### src/rtl/gen_input_seq.sv
// Pattern generator for the backprop board test: drives fixed-point k1/k2 over valid/ready,
// picked from debounced switches or auto-sequenced. Define GEN_INPUT_LOOP_EN for endless auto looping.
module gen_input_seq #(
  parameter int unsigned WIDTH   = 16,
  parameter int unsigned FRAC    = 10,
  parameter int unsigned N_PAT   = 8,
  parameter int unsigned DEB_CYC = 16'd50000,
  parameter int unsigned GAP_CYC = 4
) (
  input  logic             clk,
  input  logic             rst_n,
  input  logic [3:0]       SW,
  input  logic             auto_en,
  input  logic             start,
  input  logic             k_ready,
  output logic [WIDTH-1:0] input_k_1,
  output logic [WIDTH-1:0] input_k_2,
  output logic             k_valid,
  output logic [3:0]       pat_idx,
  output logic             busy,
  output logic             done
);

  localparam int          INT_BITS = int'(WIDTH) - int'(FRAC);
  localparam int          DCW      = (DEB_CYC > 1) ? $clog2(DEB_CYC) : 1;
  localparam int          GCW      = (GAP_CYC > 1) ? $clog2(GAP_CYC) : 1;
  localparam logic [DCW-1:0] DEB_LAST = DCW'(DEB_CYC - 1);
  localparam logic [GCW-1:0] GAP_LAST = GCW'(GAP_CYC - 1);
  localparam logic [3:0]  LAST_IDX = 4'(N_PAT - 1);
`ifdef GEN_INPUT_LOOP_EN
  localparam bit          LOOP     = 1'b1;
`else
  localparam bit          LOOP     = 1'b0;
`endif

  typedef enum logic [2:0] {IDLE, LOAD, VALID, GAP, DONE} state_t;

  state_t         state;
  logic [3:0]     sw_s1, sw_s2, sw_cand, sw_db, sw_last, idx;
  logic [3:0]     idx_next;
  logic [DCW-1:0] deb_cnt;
  logic [GCW-1:0] gap_cnt;
  logic           pend;

  // Table integer scaled to the output format; integers too wide for the integer field saturate.
  function automatic logic [WIDTH-1:0] pat_word(input logic [3:0] i, input logic second);
    logic [3:0] v;
    case (i)
      4'd0:    v = 4'd8;
      4'd1:    v = second ? 4'd5 : 4'd8;
      4'd2:    v = second ? 4'd8 : 4'd5;
      4'd3:    v = 4'd5;
      4'd4:    v = 4'd6;
      4'd5:    v = 4'd7;
      4'd6:    v = 4'd8;
      4'd7:    v = 4'd9;
      default: v = 4'd0;
    endcase
    if ((32'(v) >> INT_BITS) != 32'd0) return '1;
    return WIDTH'(v) << FRAC;
  endfunction

  assign idx_next = (idx == LAST_IDX) ? 4'd0 : idx + 4'd1;

  // Two-flop synchroniser followed by a stability counter; any change restarts the count.
  always_ff @(posedge clk) begin
    // NOTE: registers take non-blocking assignments so every flop samples pre-edge values.
    if (!rst_n) begin
      sw_s1   <= '0;
      sw_s2   <= '0;
      sw_cand <= '0;
      sw_db   <= '0;
      deb_cnt <= '0;
    end else begin
      sw_s1 <= SW;
      sw_s2 <= sw_s1;
      if (sw_s2 != sw_cand) begin
        sw_cand <= sw_s2;
        deb_cnt <= '0;
      end else if (deb_cnt != DEB_LAST) begin
        deb_cnt <= deb_cnt + DCW'(1);
      end else begin
        sw_db <= sw_cand;
      end
    end
  end

  always_ff @(posedge clk) begin
    if (!rst_n) begin
      state     <= IDLE;
      idx       <= '0;
      sw_last   <= '0;
      pend      <= 1'b1;
      gap_cnt   <= '0;
      input_k_1 <= '0;
      input_k_2 <= '0;
      k_valid   <= 1'b0;
      pat_idx   <= '0;
      busy      <= 1'b0;
      done      <= 1'b0;
    end else begin
      case (state)
        IDLE: begin
          if (!auto_en) begin
            if (pend || sw_db != sw_last) begin
              idx     <= sw_db;
              sw_last <= sw_db;
              pend    <= 1'b0;
              state   <= LOAD;
            end
          end else if (start) begin
            idx   <= '0;
            done  <= 1'b0;
            busy  <= 1'b1;
            state <= LOAD;
          end
        end
        LOAD: begin
          input_k_1 <= pat_word(idx, 1'b0);
          input_k_2 <= pat_word(idx, 1'b1);
          pat_idx   <= idx;
          k_valid   <= 1'b1;
          state     <= VALID;
        end
        VALID: begin
          if (k_ready) begin
            k_valid <= 1'b0;
            if (!busy) begin
              state <= IDLE;
            end else if (!auto_en) begin
              // Leaving auto mode mid-sequence abandons it without flagging completion.
              busy  <= 1'b0;
              state <= IDLE;
            end else if (idx == LAST_IDX && !LOOP) begin
              state <= DONE;
            end else if (GAP_CYC == 0) begin
              idx   <= idx_next;
              state <= LOAD;
            end else begin
              gap_cnt <= '0;
              state   <= GAP;
            end
          end
        end
        GAP: begin
          if (gap_cnt == GAP_LAST) begin
            idx   <= idx_next;
            state <= LOAD;
          end else begin
            gap_cnt <= gap_cnt + GCW'(1);
          end
        end
        DONE: begin
          busy  <= 1'b0;
          done  <= 1'b1;
          state <= IDLE;
        end
        default: state <= IDLE;
      endcase
    end
  end

endmodule

### config.mk
export PLATFORM = sky130hd
export DESIGN_NAME = gen_input_seq
export DESIGN_NICKNAME = d
export VERILOG_FILES = /design/src/rtl/gen_input_seq.sv
export SDC_FILE = /design/constraint.sdc
export NUM_CORES = 1
export LEC_CHECK = 0
export CAP_MARGIN = 20
export CORE_MARGIN = 5
export CORE_UTILIZATION = 30
export DETAILED_ROUTE_END_ITERATION = 10
export PLACE_DENSITY = 0.53
export SLEW_MARGIN = 20
export SYNTH_ARGS = -nofsm -noshare
export SYNTH_HDL_FRONTEND = slang
export SYNTH_SLANG_ARGS = --single-unit
### constraint.sdc
create_clock -name clk -period 2.5 [get_ports clk]
set_clock_uncertainty 0.15 [all_clocks]
set_input_delay 0.5 -clock clk [delete_from_list [all_inputs] [get_ports clk]]
set_output_delay 0.5 -clock clk [all_outputs]
set_load 0.02 [all_outputs]
==> summary.md, run 1 <==
| Metric | Value |
|---|---|
| Reg clk slew, reported paths | `70 ps` |
| Minimum clock period | `2393 ps` |
| Arrival time of the worst setup path | `2530 ps` |
| Period utilization | `95.73%` |
| Overall Global Routing Usage | `9.626%` |
| Slew headroom | `59.29%` |
| Die width | `110.7 um` |
| Final Hold Vio Count | `0` |
| Largest area contributor in the netlist | `dfxtp_1` |
| Die Height | `110.7 um` |
| Antenna diodes | `0` |
| Final setup fails | `0` |
| Slowest Stage Delay on Critical Path | `560 ps` |
| Crit path top cell by count | `a311oi_4` |
| Routed vias | `2191` |
| First-pass GRT wire length | `9625 um` |
| Setup crit start kind | `input pin` |
| Routed wire per std cell | `11.42 um` |
| Worst EP required | `2630 ps` |
| Kind of critical path | `in -> reg` |
| Outcome | `finished, final reports clean` |
| Post-synthesis instance total | `329` |
| FF-to-FF path depth | `7` |
| Hpwl dp | `4152 um` |
| Fin util | `37.00%` |
| Worst hold path cell count | `1` |
| Worst setup EP type | `flop` |
| Yosys top cell area share | `44.10%` |
| Root Driver | `clkbuf_8` |
| Worst-margin pin slew | `609.1 ps` |
| Area growth syn-to-layout | `19.46%` |
| Register-to-register setup slack | `140 ps` |
| Skew-Pair Late Insertion Delay | `350 ps` |
| I/O Pins | `48` |
| Synth Register Bits | `67` |
| CP max-delay cell | `clkdlybuf4s50_1` |
| Final Max Tran Viols | `0` |
| Grt ovf | `0` |
| Fraction of layout cells with a size suffix above 1 | `12.37%` |
| Post-CTS Setup Bufs | `0` |
| F_max | `417.8 MHz` |
| Longest Clk Path Bufs | `2` |
| Post-CTS Hold Buffers | `0` |
| 1st-iter DRT viols | `65` |
| Syn Area/Cell | `9.245 um2` |
| Pre-Repair DR Iteration Count | `4` |
| GP Congestion | `0.7810` |
| CTS H-tree lvls | `3` |
| Highest fanout seen on the critical path | `7` |
| DRC viols | `0` |
| Dominant cells by area after synthesis | `dfxtp_1 44%, buf_4 6.4%, nor2_1 5.2%, xor2_1 5.2%, mux2i_1 3.9%` |
| Clock sinks | `67` |
| Cell area after synthesis | `3042 um2` |
| Cell Pwr Density | `808.0 nW/um2` |
| Sink of the worst hold path | `sw_s2[3]` |
| Reg2reg start | `state[1]` |
| CTS tree | `done` |
| IO Port Bufs | `23` |
| Seq/Total Area, Yosys | `44.10%` |
| Antenna violations before repair | `0` |
| Nets | `379` |
| Placed Cells | `489` |
| Vias in the first global route | `2069` |
| Hold WC Path Type | `reg -> reg` |
| Resize count post-CTS | `0` |
| Num rows | `36` |
| Max Cap Viol | `0` |
| Synth unique cells | `46` |
| TNS Setup | `0 ps` |
| Remaining antenna violation count | `0` |
| RSZ-0062 raised after global routing | `false` |
| Placeable Area | `9819 um2` |
| Total wire length | `5765 um` |
| Clock buffer count from CTS | `9` |
| Largest net degree at the start of global routing | `25` |
| Cell Chain, Critical Path | `clkdlybuf4s50_1 > nand2b_1 > a21oi_2 > a311oi_4 > buf_4 > nor2_4 > a311oi_4 > mux2_4` |
| Die Footprint | `12250 um2` |
| Number of warnings printed during yosys synthesis | `0` |
| Initial cell density of the core | `30.98%` |
| Finished Layout Cells | `505` |
| Peak supply drop | `0.0002781 V` |
| Via density | `4.339` |
| HP Start | `sw_s1[3]` |
| Leakage | `1.457 nW` |
-- worst max-delay path by stage --
stage                        from   end  cells after the start  slack, ps
final                       start  flop                      8        110
after floorplan           auto_en  flop                      6        160
after detailed placement    start  flop                      8       -250
after global routing        start  flop                      8          9
after CTS                   start  flop                      8        110
after global placement      start  flop                      8       -170
-- synthesized netlist by cell type (all sizes together) --
cell     instances
nor3b            8
nand3b           4
nor2            44
inv              9
mux2             2
xnor2            6
ha               3
buf             29
a31oi            1
mux2i           12
nor4b            3
a21boi           1
o211ai           1
nor2b            2
and2            13
a21oi           20
conb             1
o21ai            9
a2bb2oi          1
nand4            4
a211oi           2
a22oi            1
clkbuf          10
nor3             1
or3              3
xor2            18
nand3            9
nand2           25
and3             7
a2111oi          2
nand2b           3
nor4             3
a311oi           3
dfxtp           67
a21o             1
clkinv           1
-- power by group --
part	switching, W	internal (W)
sequential	0.0000853	0.00116
combinational	0.000370	0.000313
clock	0.000413	0.000590
-- logic make-up after synthesis --
| group | count (synthesis) | synth area share (%) |
|---|---|---|
| AOI/OAI and AO/OA | 42 | 10.70 |
| buffers and inverters | 49 | 9.790 |
| DFF | 67 | 44.10 |
| muxes | 14 | 4.936 |
| and+or+nand+nor | 129 | 22.21 |
| other | 1 | 0.1233 |
| xor gates and xnor gates | 24 | 6.911 |
| adders and majority gates | 3 | 1.234 |
-- stage by stage --
stage	hold slack (ps)	setup WS (ps)	power (W)	area (um2)
2_1_floorplan	261.9	159.4	0.001758	3128
3_3_place_gp	264.8	-170.6	0.001956	3415
3_5_place_dp	272.7	-249.9	0.001963	3415
4_1_cts	289.5	113.8	0.002984	3633
5_1_grt	302.7	8.948	0.003108	3633
6_report	286.1	106.7	0.002936	3633
-- routing by layer --
layer	vias to the layer above	global-route usage (%)	routed length (um)
met5	-	0	0
met4	0	5.665	140
met3	10	2.347	272
met2	53	14.56	2483
met1	1001	12.40	2868
li1	1127	-	-
-- critical path: cells and delay by family --
kind,cells,cell delay (ps)
compound gates,3,830
buf+inv,2,770
mux,1,230
simple gates,2,190
-- cells in the final DEF (no fill, tap or decap), types with 2 or more instances in the layout --
master and count:
mux2_4 2, a211oi_1 2, nor3b_1 8, inv_1 9, o21ai_0 8, nand2_1 25, conb_1 24, clkbuf_8 10
xor2_1 18, ha_1 3, bufinv_16 2, nor2_1 42, and3_1 7, xnor2_1 6, nand3b_1 4, nand2b_1 3
nand3_1 9, clkbuf_1 2, or3_1 3, a311oi_4 2, and2_1 13, buf_4 20, nand4_1 4, a21oi_1 19
nor4b_1 3, mux2i_1 12, clkdlybuf4s50_1 23, nor2b_1 2, dfxtp_1 67
-- layout make-up --
| type | instances | area, um2 |
|---|---|---|
| clock inverters | 4 | 73.82 |
| multi-input cells | 236 | 1489 |
| fillers | 1030 | 6186 |
| repair buffers | 43 | 380.4 |
| inverters | 10 | 37.54 |
| well taps | 133 | 166.4 |
| clock buffers | 12 | 145.1 |
| flip-flops and latches | 67 | 1341 |
Note: power is estimated with default switching activity, not from simulation.
==> run 2, diff against run 1 <==
--- a/config.mk
+++ b/config.mk
@@ -8,6 +8,7 @@
 export CAP_MARGIN = 20
 export CORE_MARGIN = 5
 export CORE_UTILIZATION = 30
+export CTS_CLUSTER_DIAMETER = 80
 export DETAILED_ROUTE_END_ITERATION = 10
 export PLACE_DENSITY = 0.53
 export SLEW_MARGIN = 20
==> constraint.sdc (replaced) <==
create_clock -name clk -period 2.5 [get_ports clk]
set_clock_uncertainty 0.15 [all_clocks]
set_input_delay 0.375 -clock clk [delete_from_list [all_inputs] [get_ports clk]]
set_output_delay 0.375 -clock clk [all_outputs]
set_load 0.02 [all_outputs]
==> run 2 against run 1 <==
Worst hold slack got worse by 1.4 ps. Non-clock buffer count is 3 lower. Global-route usage is 0.073 points higher. First-iteration DRC count shrank 17%. Largest power group unchanged. Cell area is 1.4% lower. Worst setup slack better by 120 ps. Register-to-register slack better by 90 ps. Maximum frequency increased by 5.3%. Cell count fell by 0.59%. Utilization is 0.51 points lower.
==> summary.md, run 2 (synthesis gave the netlist of run 1 again) <==
| Metric | Value |
|---|---|
| Setup crit start kind | `flop` |
| RSZ-0062 raised after global routing | `false` |
| Area growth syn-to-layout | `17.81%` |
| Buf+Inv Stages, Crit Path | `1 (-1)` |
| Setup crit start | `state[1]` |
| Cell Pwr Density | `784.1 nW/um2 (-3.0%)` |
| Peak supply drop | `0.0003080 V (+11%)` |
| Fraction of layout cells with a size suffix above 1 | `12.20% (-0.17 points)` |
| Skew-Pair Late Insertion Delay | `340 ps (about the same)` |
| Vias in the first global route | `2101 (+1.5%)` |
| Grt ovf | `0 (unchanged)` |
| HP Start | `sw_s1[3]` |
| Most frequent cells in the layout | `67 x dfxtp_1, 42 x nor2_1, 25 x nand2_1` |
| Arrival time of the worst setup path | `2410 ps (-120 ps)` |
| Clock sinks | `67 (unchanged)` |
| Longest Clk Path Bufs | `2 (unchanged)` |
| CP top delay family | `compound AO/OA/AOI/OAI gates` |
| 1st-iter DRT viols | `54 (-17%)` |
| Largest net degree at the start of global routing | `25 (unchanged)` |
| Nets | `376 (-0.79%)` |
| Remaining antenna violation count | `0 (unchanged)` |
| Crit path top cell by count | `a311oi_4` |
| CTS H-tree lvls | `3 (unchanged)` |
| Commonest non-fill, non-tap cell in the layout | `dfxtp_1` |
| Root Driver | `clkbuf_8` |
| Overall Global Routing Usage | `9.700% (+0.073 points)` |
| Final Hold Vio Count | `0 (unchanged)` |
| GP Congestion | `0.7698 (-1.4%)` |
| Highest fanout seen on the critical path | `8 (+1)` |
| Cell Chain, Critical Path | `and3_1 > a21oi_2 > a311oi_4 > buf_4 > nor2_4 > a311oi_4 > mux2_4` |
| Post-CTS Setup Bufs | `0 (unchanged)` |
| F_max | `440.1 MHz (+5.3%)` |
| DRC viols | `0 (unchanged)` |
| Num rows | `36 (unchanged)` |
| Total wire length | `5738 um (-0.47%)` |
| Resize count post-CTS | `0 (unchanged)` |
| Die width | `110.7 um (unchanged)` |
| Reg2reg start | `state[1]` |
| Leakage | `1.436 nW (-1.4%)` |
| TNS Setup | `0 ps (unchanged)` |
| Die Height | `110.7 um (unchanged)` |
| Max Cap Viol | `0 (unchanged)` |
| Reg clk slew, reported paths | `80 ps (about the same)` |
| Initial cell density of the core | `30.98% (unchanged)` |
| Antenna violations before repair | `0 (unchanged)` |
| Hold WC Path Type | `reg -> reg` |
| Filler instances | `1023 (-0.68%)` |
| Minimum clock period | `2272 ps (-120.9 ps)` |
| CTS tree | `done` |
| Kind of critical path | `reg -> reg` |
| Worst hold path cell count | `1 (unchanged)` |
| Fin util | `36.49% (-0.51 points)` |
| Placed Cells | `486 (-0.61%)` |
| Routed vias | `2153 (-1.7%)` |
| Outcome | `finished, final reports clean` |
| Placeable Area | `9819 um2 (unchanged)` |
| Finished Layout Cells | `502 (-0.59%)` |
| Routed wire per std cell | `11.43 um (+0.13%)` |
| I/O Pins | `48 (unchanged)` |
| Hpwl dp | `4075 um (-1.8%)` |
| Final Max Tran Viols | `0 (unchanged)` |
| Worst setup EP type | `flop` |
| Crit. path cell count | `7 (-1)` |
| CP max-delay cell | `dfxtp_1` |
| IO Port Bufs | `23 (unchanged)` |
| Final setup fails | `0 (unchanged)` |
| Antenna diodes | `0 (unchanged)` |
| Clock buffer count from CTS | `9 (unchanged)` |
| FF-to-FF path depth | `7 (unchanged)` |
| Via density | `4.289 (-1.1%)` |
| Die Footprint | `12250 um2 (unchanged)` |
| Worst EP required | `2640 ps (about the same)` |
| Post-CTS Hold Buffers | `0 (unchanged)` |
| First-pass GRT wire length | `9687 um (+0.64%)` |
| Pre-Repair DR Iteration Count | `4 (unchanged)` |
| Period utilization | `90.89% (-4.8 points)` |
| Slowest Stage Delay on Critical Path | `560 ps (about the same)` |
[run 2: cell count changes in the layout (fill, tap and decap cells not counted)]
| cell | before | now |
|---|---|---|
| inv_6 | 0 | 1 |
| bufinv_16 | 2 | 1 |
| clkbuf_1 | 2 | 0 |
| clkbuf_8 | 10 | 9 |
| clkinv_2 | 1 | 4 |
| buf_4 | 20 | 17 |
[run 2: routing by layer]
layer / wire length (um) / up-vias / share of wire [%] / global-route usage [%]
met5: 0 / - / 0 / 0
met4: 91 / 0 / 1.6 / 4.680
met3: 259 / 7 / 4.5 / 3.439
met2: 2437 / 53 / 42 / 14.44
met1: 2950 / 970 / 51 / 12.44
li1: - / 1123 / - / -
[run 2: path summary, 6_finish.rpt]
kind	endpoint	slack [ps]
hold / removal	sw_s2[3]	280
setup reg to reg	flop	230
setup / recovery	flop	230
hold reg to reg	sw_s2[3]	280
[run 2: per-stage QoR]
step	total power [W]	cell area [um2]	hold WS, ps	setup slack (ps)
final	0.002810	3583	284.7	227.6
after detailed placement	0.001954	3392	268.4	-85.46
after CTS	0.002862	3583	287.1	208.1
after global placement	0.001946	3392	264.4	-54.98
after global routing	0.002984	3583	313.3	116.3
after floorplan	0.001758	3128	261.9	284.4
[run 2: area by class of cell]
| type | instances | area (um2) | area share (%) |
|---|---|---|---|
| Multi-Input combinational cell | 236 | 1489 | 41.55 |
| Clock buffer | 9 | 123.9 | 3.457 |
| Inverter | 10 | 37.54 | 1.047 |
| Clock inverter | 7 | 67.56 | 1.885 |
| Timing Repair Buffer | 40 | 357.8 | 9.986 |
| Tap cell | 133 | 166.4 | 4.644 |
| Sequential cell | 67 | 1341 | 37.43 |
[run 2: power breakdown]
group / switching [W] / internal (W)
Combinational: 0.000359 / 0.000306
Sequential: 0.0000944 / 0.00116
Clock: 0.000428 / 0.000459
